**src/rtl/mcpu_alu_mc_if.sv**
```systemverilog
// mcpu_alu_mc_if: request/response bundle for the multi-cycle MCPU ALU.
//   Request side : in_valid, in_ready, opcode, r1, r2
//   Response side: out_valid, out_ready, out, OVERFLOW, zero, illegal
//   master modport = producer/consumer (register-file read / write-back)
//   slave  modport = the ALU itself
interface mcpu_alu_mc_if #(
  parameter int CMD_SIZE  = 3,
  parameter int WORD_SIZE = 8
);
  logic                 in_valid;
  logic                 in_ready;
  logic [CMD_SIZE-1:0]  opcode;
  logic [WORD_SIZE-1:0] r1;
  logic [WORD_SIZE-1:0] r2;
  logic                 out_valid;
  logic                 out_ready;
  logic [WORD_SIZE-1:0] out;
  logic                 OVERFLOW;
  logic                 zero;
  logic                 illegal;

  modport master (
    output in_valid, opcode, r1, r2, out_ready,
    input  in_ready, out_valid, out, OVERFLOW, zero, illegal
  );

  modport slave (
    input  in_valid, opcode, r1, r2, out_ready,
    output in_ready, out_valid, out, OVERFLOW, zero, illegal
  );
endinterface

```
**src/rtl/mcpu_alu_mc.sv**
```systemverilog
// mcpu_alu_mc: multi-cycle handshaked ALU (AND/OR/XOR/ADD/SUB/SHL/SHR/MUL).
//   clk   : single rising-edge clock
//   rst_n : asynchronous active-low reset
//   bus   : mcpu_alu_mc_if.slave (valid/ready request in, valid/ready result out)
// Optional feature macro: MCPU_ALU_MUL_EN -- when defined, opcode 111 runs an
// iterative shift-add multiplier; when undefined, 111 is flagged illegal and
// takes the normal single-step path.
// Result path: EXEC (or the last MUL step) writes a result register, and the
// output register stage loads it on the first DONE cycle, so out_valid rises
// two edges after accept (WORD_SIZE+1 for MUL).
module mcpu_alu_mc #(
  parameter int CMD_SIZE  = 3,
  parameter int WORD_SIZE = 8
) (
  input logic           clk,
  input logic           rst_n,
  mcpu_alu_mc_if.slave  bus
);
  localparam int W = WORD_SIZE;

  typedef enum logic [1:0] {IDLE, EXEC, MUL, DONE} state_t;
  typedef struct packed {
    logic [2:0]   op;
    logic [W-1:0] a;
    logic [W-1:0] b;
  } req_t;

  state_t       state, state_nxt;
  req_t         req;
  logic [W-1:0] res_q, alu_res;
  logic         ovf_q, ill_q, alu_ovf, alu_ill;
  logic [2*W-1:0] shl_full;
  logic         shamt_big;
  logic         accept;

  assign accept       = (state == IDLE) && bus.in_valid;
  assign bus.in_ready = (state == IDLE);

`ifdef MCPU_ALU_MUL_EN
  localparam int CW = $clog2(WORD_SIZE + 1);
  logic [CW-1:0]  cnt;
  logic [2*W-1:0] acc, acc_nxt, mcnd;
  logic [W-1:0]   mplr;
  logic           mul_last;

  assign acc_nxt  = mplr[0] ? acc + mcnd : acc;
  assign mul_last = (cnt == CW'(WORD_SIZE - 1));

  // One multiplier bit per cycle, LSB first; multiplicand shifts up to match.
  always_ff @(posedge clk or negedge rst_n) begin
    if (!rst_n) begin
      cnt  <= '0;
      acc  <= '0;
      mcnd <= '0;
      mplr <= '0;
    end else if (accept) begin
      cnt  <= '0;
      acc  <= '0;
      mcnd <= {{W{1'b0}}, bus.r1};
      mplr <= bus.r2;
    end else if (state == MUL) begin
      acc  <= acc_nxt;
      mcnd <= mcnd << 1;
      mplr <= mplr >> 1;
      cnt  <= mul_last ? '0 : cnt + 1'b1;
    end
  end
`endif

  // State register
  always_ff @(posedge clk or negedge rst_n) begin
    if (!rst_n) state <= IDLE;
    else        state <= state_nxt;
  end

  // Next state
  always_comb begin
    state_nxt = state;
    case (state)
      IDLE: if (bus.in_valid) begin
`ifdef MCPU_ALU_MUL_EN
        state_nxt = (bus.opcode[2:0] == 3'b111) ? MUL : EXEC;
`else
        state_nxt = EXEC;
`endif
      end
      EXEC: state_nxt = DONE;
`ifdef MCPU_ALU_MUL_EN
      MUL:  if (mul_last) state_nxt = DONE;
`else
      MUL:  state_nxt = DONE;
`endif
      DONE: if (bus.out_valid && bus.out_ready) state_nxt = IDLE;
      default: state_nxt = IDLE;
    endcase
  end

  // Single-step datapath on latched operands
  always_comb begin
    alu_res   = '0;
    alu_ovf   = 1'b0;
    alu_ill   = 1'b0;
    shl_full  = {{W{1'b0}}, req.a} << req.b;
    shamt_big = (req.b >= W'(WORD_SIZE));
    case (req.op)
      3'b000: alu_res = req.a & req.b;
      3'b001: alu_res = req.a | req.b;
      3'b010: alu_res = req.a ^ req.b;
      3'b011: begin
        alu_res = req.a + req.b;
        alu_ovf = (req.a[W-1] == req.b[W-1]) && (alu_res[W-1] != req.a[W-1]);
      end
      3'b100: begin
        alu_res = req.a - req.b;
        alu_ovf = (req.a[W-1] != req.b[W-1]) && (alu_res[W-1] != req.a[W-1]);
      end
      3'b101: begin
        // Oversized shifts drop every bit, so overflow is just "anything set".
        alu_res = shamt_big ? '0 : shl_full[W-1:0];
        alu_ovf = shamt_big ? |req.a : |shl_full[2*W-1:W];
      end
      3'b110: alu_res = shamt_big ? '0 : req.a >> req.b;
      default: begin
`ifndef MCPU_ALU_MUL_EN
        alu_ill = 1'b1;
`endif
      end
    endcase
  end

  // Operand latch and result register
  always_ff @(posedge clk or negedge rst_n) begin
    if (!rst_n) begin
      req   <= '0;
      res_q <= '0;
      ovf_q <= 1'b0;
      ill_q <= 1'b0;
    end else begin
      if (accept) req <= '{op: bus.opcode[2:0], a: bus.r1, b: bus.r2};
      if (state == EXEC) begin
        res_q <= alu_res;
        ovf_q <= alu_ovf;
        ill_q <= alu_ill;
      end
`ifdef MCPU_ALU_MUL_EN
      else if (state == MUL && mul_last) begin
        res_q <= acc_nxt[W-1:0];
        ovf_q <= |acc_nxt[2*W-1:W];
        ill_q <= 1'b0;
      end
`endif
    end
  end

  // Output stage: loads once on DONE entry, then holds until handshake.
  always_ff @(posedge clk or negedge rst_n) begin
    if (!rst_n) begin
      bus.out_valid <= 1'b0;
      bus.out       <= '0;
      bus.OVERFLOW  <= 1'b0;
      bus.zero      <= 1'b0;
      bus.illegal   <= 1'b0;
    end else if (state == DONE && !bus.out_valid) begin
      bus.out_valid <= 1'b1;
      bus.out       <= res_q;
      bus.OVERFLOW  <= ovf_q;
      bus.zero      <= (res_q == '0);
      bus.illegal   <= ill_q;
    end else if (state == DONE && bus.out_ready) begin
      bus.out_valid <= 1'b0;
    end
  end
endmodule
```
**src/flat_wrapper.sv**
```systemverilog
// flat-port wrapper written by rule: the top's interface ports become plain ports
module mcpu_alu_mc_flat 
#(
  parameter int CMD_SIZE  = 3,
  parameter int WORD_SIZE = 8
)
  (clk, rst_n, bus_in_valid, bus_opcode, bus_r1, bus_r2, bus_out_ready, bus_in_ready, bus_out_valid, bus_out, bus_OVERFLOW, bus_zero, bus_illegal);
  mcpu_alu_mc_if #(.CMD_SIZE(CMD_SIZE), .WORD_SIZE(WORD_SIZE)) bus_i ();
  input logic clk;
  input logic rst_n;
  input wire logic [$bits(bus_i.in_valid)-1:0] bus_in_valid;
  input wire logic [$bits(bus_i.opcode)-1:0] bus_opcode;
  input wire logic [$bits(bus_i.r1)-1:0] bus_r1;
  input wire logic [$bits(bus_i.r2)-1:0] bus_r2;
  input wire logic [$bits(bus_i.out_ready)-1:0] bus_out_ready;
  output wire logic [$bits(bus_i.in_ready)-1:0] bus_in_ready;
  output wire logic [$bits(bus_i.out_valid)-1:0] bus_out_valid;
  output wire logic [$bits(bus_i.out)-1:0] bus_out;
  output wire logic [$bits(bus_i.OVERFLOW)-1:0] bus_OVERFLOW;
  output wire logic [$bits(bus_i.zero)-1:0] bus_zero;
  output wire logic [$bits(bus_i.illegal)-1:0] bus_illegal;
  assign bus_i.in_valid = bus_in_valid;
  assign bus_i.opcode = bus_opcode;
  assign bus_i.r1 = bus_r1;
  assign bus_i.r2 = bus_r2;
  assign bus_i.out_ready = bus_out_ready;
  assign bus_in_ready = bus_i.in_ready;
  assign bus_out_valid = bus_i.out_valid;
  assign bus_out = bus_i.out;
  assign bus_OVERFLOW = bus_i.OVERFLOW;
  assign bus_zero = bus_i.zero;
  assign bus_illegal = bus_i.illegal;
  mcpu_alu_mc #(.CMD_SIZE(CMD_SIZE), .WORD_SIZE(WORD_SIZE)) u_core (.clk(clk), .rst_n(rst_n), .bus(bus_i));
endmodule
```
**config.mk**
```make
export PLATFORM = sky130hd
export DESIGN_NAME = mcpu_alu_mc_flat
export DESIGN_NICKNAME = d
export VERILOG_FILES = /design/src/rtl/mcpu_alu_mc_if.sv /design/src/rtl/mcpu_alu_mc.sv /design/src/flat_wrapper.sv
export SDC_FILE = /design/constraint.sdc
export NUM_CORES = 1
export LEC_CHECK = 0
export ABC_AREA = 1
export ABC_CLOCK_PERIOD_IN_PS = 5800
export CORE_MARGIN = 2
export CORE_UTILIZATION = 61
export CTS_CLUSTER_SIZE = 8
export DETAILED_ROUTE_END_ITERATION = 10
export PLACE_DENSITY_LB_ADDON = 0.2
export SETUP_SLACK_MARGIN = 0.1
export SLEW_MARGIN = 20
export SYNTH_ARGS = -nofsm -noshare
export SYNTH_HDL_FRONTEND = slang
export SYNTH_SLANG_ARGS = --single-unit
```
**constraint.sdc**
```tcl
create_clock -name clk -period 5.8 [get_ports clk]
set_input_delay 0.87 -clock clk [delete_from_list [all_inputs] [get_ports clk]]
set_output_delay 0.87 -clock clk [all_outputs]
set_load 0.01 [all_outputs]
```
# After elaboration in Yosys (flattened, before gate mapping)
# Cells that the tools add are included.
[op_classes]
mux = 11
n_addsub = 2
magnitude_cmp = 1
bitwise_logic = 3
shift = 2
n_eq_ne = 15
reduce_logical = 16
[ops]
columns = ["cell", "n"]
rows = [
  ["$pmux W8 S7", 1],
  ["$mux W8", 2],
  ["$reduce_or A8 Y1", 2],
  ["$shl A8 B8 Y16", 1],
  ["$eq A3 B3 Y1 const B", 3],
  ["$add A8 B8 Y8", 1],
  ["$and A8 B8 Y8", 1],
  ["$ge A8 B4 Y1 const B", 1],
  ["$logic_not A8 Y1", 1],
  ["$or A8 B8 Y8", 1],
  ["$shr A8 B8 Y8", 1],
  ["$sub A8 B8 Y8", 1],
  ["$xor A8 B8 Y8", 1],
  ["$reduce_or A7 Y1", 1],
  ["$eq A3 B2 Y1 const B", 2],
  ["$logic_and A1 B1 Y1", 6],
  ["$pmux W2 S3", 1],
  ["$eq A2 B2 Y1 const B", 2],
  ["$mux W1", 4],
  ["$mux W2", 2],
  ["$eq A3 B1 Y1 const B", 1],
  ["$logic_not A3 Y1", 1],
  ["$ne A1 B1 Y1", 3],
  ["$pmux W1 S3", 1],
  ["other kinds (9)", 9],
]
[word_totals]
out_inout_bits = 13
ff_bits = 43
wordCells = 62
inputBits = 23

# Longest topological paths before layout
[depth]
word_depth = 4
mapped_depth = 16
depth_no_buf = 15

# Worst setup path after synthesis
# No wires, ideal clock.
[synth_path]
path_type = "register -> register"
startpoint = "register u_core.req[1] (netlist bit)"
endpoint = "register u_core.res_q[7]"
t_arrival_ns = 2.149
t_required_ns = 5.683
path_buffers = 1
setup_time_ns = 0.117
setup_slack_ns = 3.535
synth_period_minus_slack_ns = 2.265
stages_incl_launch_ff = 16
path_cell_list = "dfrtp_1 clkinv_1 clkbuf_1 ha_1 inv_1 nand3b_1 nand2_1 nand4_1 nand2_1 nand2_1 nand3_1 nand2_1 nor2_1 nand2_1 nand2_1 nand2_1"
[synth_via]
elab_chain_cells = 3
word_cells_on_any_way = 8
cone_classes = "2 x add/sub; 1 x order compare; 2 x shift; 3 x mux"
[synth_rtl]
columns = ["element", "line_no", "rtl"]
rows = [
  ["start: declaration", "mcpu_alu_mc.sv:29", "req_t req;"],
  ["start signal: assignment", "mcpu_alu_mc.sv:139", "if (accept) req <= '{op: bus.opcode[2:0], a: bus.r1, b: bus.r2};"],
  ["$ge A8 B4 Y1 (tied with other cells)", "mcpu_alu_mc.sv:104", "shamt_big = (req.b >= W'(WORD_SIZE));"],
  ["$mux W8, on equally long branches", "mcpu_alu_mc.sv:122, mcpu_alu_mc.sv:119", ""],
  ["$pmux W8 S7 *", "mcpu_alu_mc.sv:105", "case (req.op)"],
  ["end signal: assignment", "mcpu_alu_mc.sv:141", "res_q <= alu_res;"],
  ["end: declaration", "mcpu_alu_mc.sv:30", "logic [W-1:0] res_q, alu_res;"],
]
# Mark *: on every way between the ends. The rest lies on a longest branch, timed or not.
# A chain may end at the register's enable or synchronous reset.

# Final worst setup path
# Ends and elaborated chain as after synthesis.

==> summary.md <==
| Metric | Value |
|---|---|
| Critical Path End Type | flop |
| Clk Tree Root Cell | clkbuf_8 |
| Detailed Route WL | 10230 um |
| Largest net degree at the start of global routing | 44 |
| Origin of the worst setup path | u_core.req[1] |
| Number of H-tree levels | 2 |
| Cells along the critical path | clkinv_1 > ha_1 > nand3_1 > nand3_1 > nand4_1 > nand2_1 > nand2_1 > nand3_1 > nand2_1 > nor2_1 > nand2_1 > nand2_1 > nand2_1 |
| Most common cell after layout, fill and taps aside | nand2_1 |
| Number of buffers on the longest clock path | 2 |
| Area overhead of the layout relative to synthesis | 14.02% |
| Worst stage delay on the critical path | ~770 ps |
| Max_cap viols | 0 |
| Pins Over Slew Limit | 0 |
| Final setup violation count | 0 |
| Setup TNS | 0 ps |
| Power, Total | ~2200 uW |
| Placeable core region | about 0.0054 mm2 |
| Data arrival time at the worst-slack endpoint | 3290 ps |
| CTS Buf Count | 5 |
| Crit path top cell by count | nand2_1 |
| Worst hold path class | primary input to async pin |
| Worst-case reg-to-reg path depth | 13 |
| Number of nets produced by synthesis | 534 |
| First-pass iteration count of the detailed router | 5 |
| Mean Syn Cell Area | 7.023 um2 |
| X dimension of the die | 78.57 um |
| Number of synthesized flops with an enable pin | 0 |
| Worst Path Class, Setup | flop to flop |
| Flip-flop cell with the highest count after synthesis | dfrtp_1 |
| Vertical die dimension | slightly below 80 um |
| Cell at the slowest stage of the critical path | dfrtp_1 |
| Iteration-0 DRC count of the detailed router | 404 |
| Number of diodes | 0 |
| Quantity of I/O buffers inserted on ports | 35 |
| Cell Count Post-Placement | around 580 |
| Highest achievable clock rate | between 300 and 400 MHz |
| Relative slew margins | 0.5590 |
| CTS tree | yes |
| Cell leakage power | 0.001924 uW |
| Detailed placement HPWL | 7709 um |
| Clk slew on worst S/H paths | 100 ps |
| Post-CTS Hold Buffers | 0 |
| Clock Skews | roughly 19 ps |
| FF-to-FF setup slack | between 2000 and 3000 ps |
| Sequential fraction of the synthesis area | 0.3172 |
| GRT Overall Usage | 0.3494 |
| Number of unique standard cell types used by synthesis | 38 |
| Result of the run | completed |
| Number of remaining DRC errors | 0 |
| Worst-margin pin slew | approximately 660 ps |
| Die Footprint | slightly above 0.006 mm2 |
| Total number of placement rows | 27 |
| Number of vias per cell after detailed routing | 6.151 |
| Mapped Area | around 0.0034 mm2 |
| Effective utilization at floorplan | 0.6236 |
| Highest-count cells in the layout ignoring fill and taps | nand2_1, inv_1, nand3_1 |
| Routed WL per cell | 17.52 um |
| Vias in the first global route | between 3k and 4k |
| Data required, critical path | between 5000 and 6000 ps |
| Post_cts resized | 0 |
| Unrepaired setup endpoints after global routing | false |
| Buffers inserted by post-CTS timing repair | 0 |
| Critical path fanouts, max | 20 |
| Ports placed on the boundary | 36 |
| Flip-flop and latch count after synthesis | 43 |
| Fraction of final layout cells sized beyond drive strength 1 | 0.05469 |
| Final weighted congestion of routability-driven global placement | 1.049 |
| Final Hold Vio Count | 0 |
| Power density normalized to cell area | 558.3 mW/mm2 |
| Total number of yosys warnings | 0 |
| TritonCTS sink count | 43 |
| Post-Syn Instances | 483 |
| Worst Slack Setup Final | around 2700 ps |
| Clock latency on the worst-skew pair | 300 ps |
| Total overflow reported by the global router | 0 |
| Worst Setup Start Kind | flop |
| Async S/R FF share, synth | 1.000 |
| Via total after detailed routing | 3592 |
| Max IR drop VDD | 0.0004201 V |
| Global-route wire length before repair | 16560 um |
| Post-placement setup slack | roughly 2800 ps |
| Antenna Nets Post-Route | 0 |
| Antenna violations before repair | 0 |
| Number of cells in the finished layout apart from fillers | 584 |
| Fraction of the cycle the final worst path needs | 0.5338 |
| Final Critical Period | 3096 ps |
| Source of the worst register-to-register timing path | u_core.req[1] |
| Net total in the final layout | 562 |
[where the power goes]
part / internal (uW) / total [uW] / leakage, uW / switching (uW)
registers: 428 / 610 / 0.000510 / 181
clock network: 84.3 / 191 / 0.0000412 / 107
logic: 477 / 1360 / 0.00137 / 881
total: 990 / 2160 / 0.00192 / 1170
[layout make-up]
| class | instances | area [um2] |
|---|---|---|
| Inverter | 56 | 210.2 |
| Tap cell | 72 | 90.09 |
| Clock buffer | 6 | 72.57 |
| Fill cell | 456 | 1572 |
| Sequential cell | 43 | 1076 |
| Multi-Input combinational cell | 368 | 2033 |
| Clock inverter | 2 | 12.51 |
| Timing Repair Buffer | 37 | 372.9 |
[cells in the mapped netlist (4+ instances only)]
master,count,area [um2]
o211ai_1,5,37.54
nand3_1,46,230.2
a21oi_1,43,215.2
nand2_1,109,409.1
o21ai_1,4,20.02
ha_1,26,325.3
o21ai_0,27,135.1
dfrtp_1,43,1076
nand4_1,22,137.6
nor3_1,4,20.02
inv_1,51,191.4
buf_2,7,35.03
clkbuf_1,7,26.28
mux2_2,5,56.30
nor2_1,44,165.2
o22ai_1,5,31.28
[layer usage]
layer	track usage	part of all wire
met5	0	0
met4	0.1281	0.048
met3	0.08276	0.10
met2	0.5667	0.46
met1	0.4556	0.39
[critical path: cells and delay by family (launching register included)]
family                   cells  cell delay [ps]
adder cells (fa/ha/maj)      1              540
flip-flops                   1              770
buffers and inverters        1              660
AND/OR/NAND/NOR             11             1010
[path summary, 6_finish.rpt]
kind | end
hold reg to reg | u_core.res_q[5]
min in group clk | u_core.res_q[5]
setup / recovery | u_core.res_q[7]
max in group asynchronous | u_core.req[8]
setup reg to reg | u_core.res_q[7]
hold / removal | u_core.res_q[1]
[sequential cells by signal, indices dropped and copies added, names as in the netlist]
register	cells
u_core.ovf_q	1
u_core.bus.illegal	1
u_core.ill_q	1
u_core.bus.OVERFLOW	1
u_core.bus.zero	1
u_core.res_q	8
u_core.bus.out_valid	1
u_core.bus.out	8
u_core.req	19
u_core.state	2
[stage by stage]
stage          cell area [um2]  utilization  hold WS (ps)
5_1_grt                   3867       0.7111         430.9
6_report                  3867       0.7111         420.2
3_3_place_gp              3762       0.6917         466.2
3_5_place_dp              3762       0.6917         480.8
4_1_cts                   3847       0.7074         500.7
2_1_floorplan             3392            -         449.5
[kinds of logic (layout without fill, tap and decap cells)]
| logic type | Yosys count | after routing | share of synthesized area |
|---|---|---|---|
| XOR/XNOR | 2 | 2 | 0.005165 |
| flip-flops | 43 | 43 | 0.3172 |
| AND/OR/NAND/NOR | 239 | 239 | 0.3161 |
| buffers and inverters | 72 | 101 | 0.08336 |
| AO/OA/AOI/OAI | 94 | 94 | 0.1538 |
| adder cells (fa/ha/maj) | 28 | 28 | 0.1077 |
| multiplexers | 5 | 5 | 0.01660 |
(Power assumes the default switching activity.)
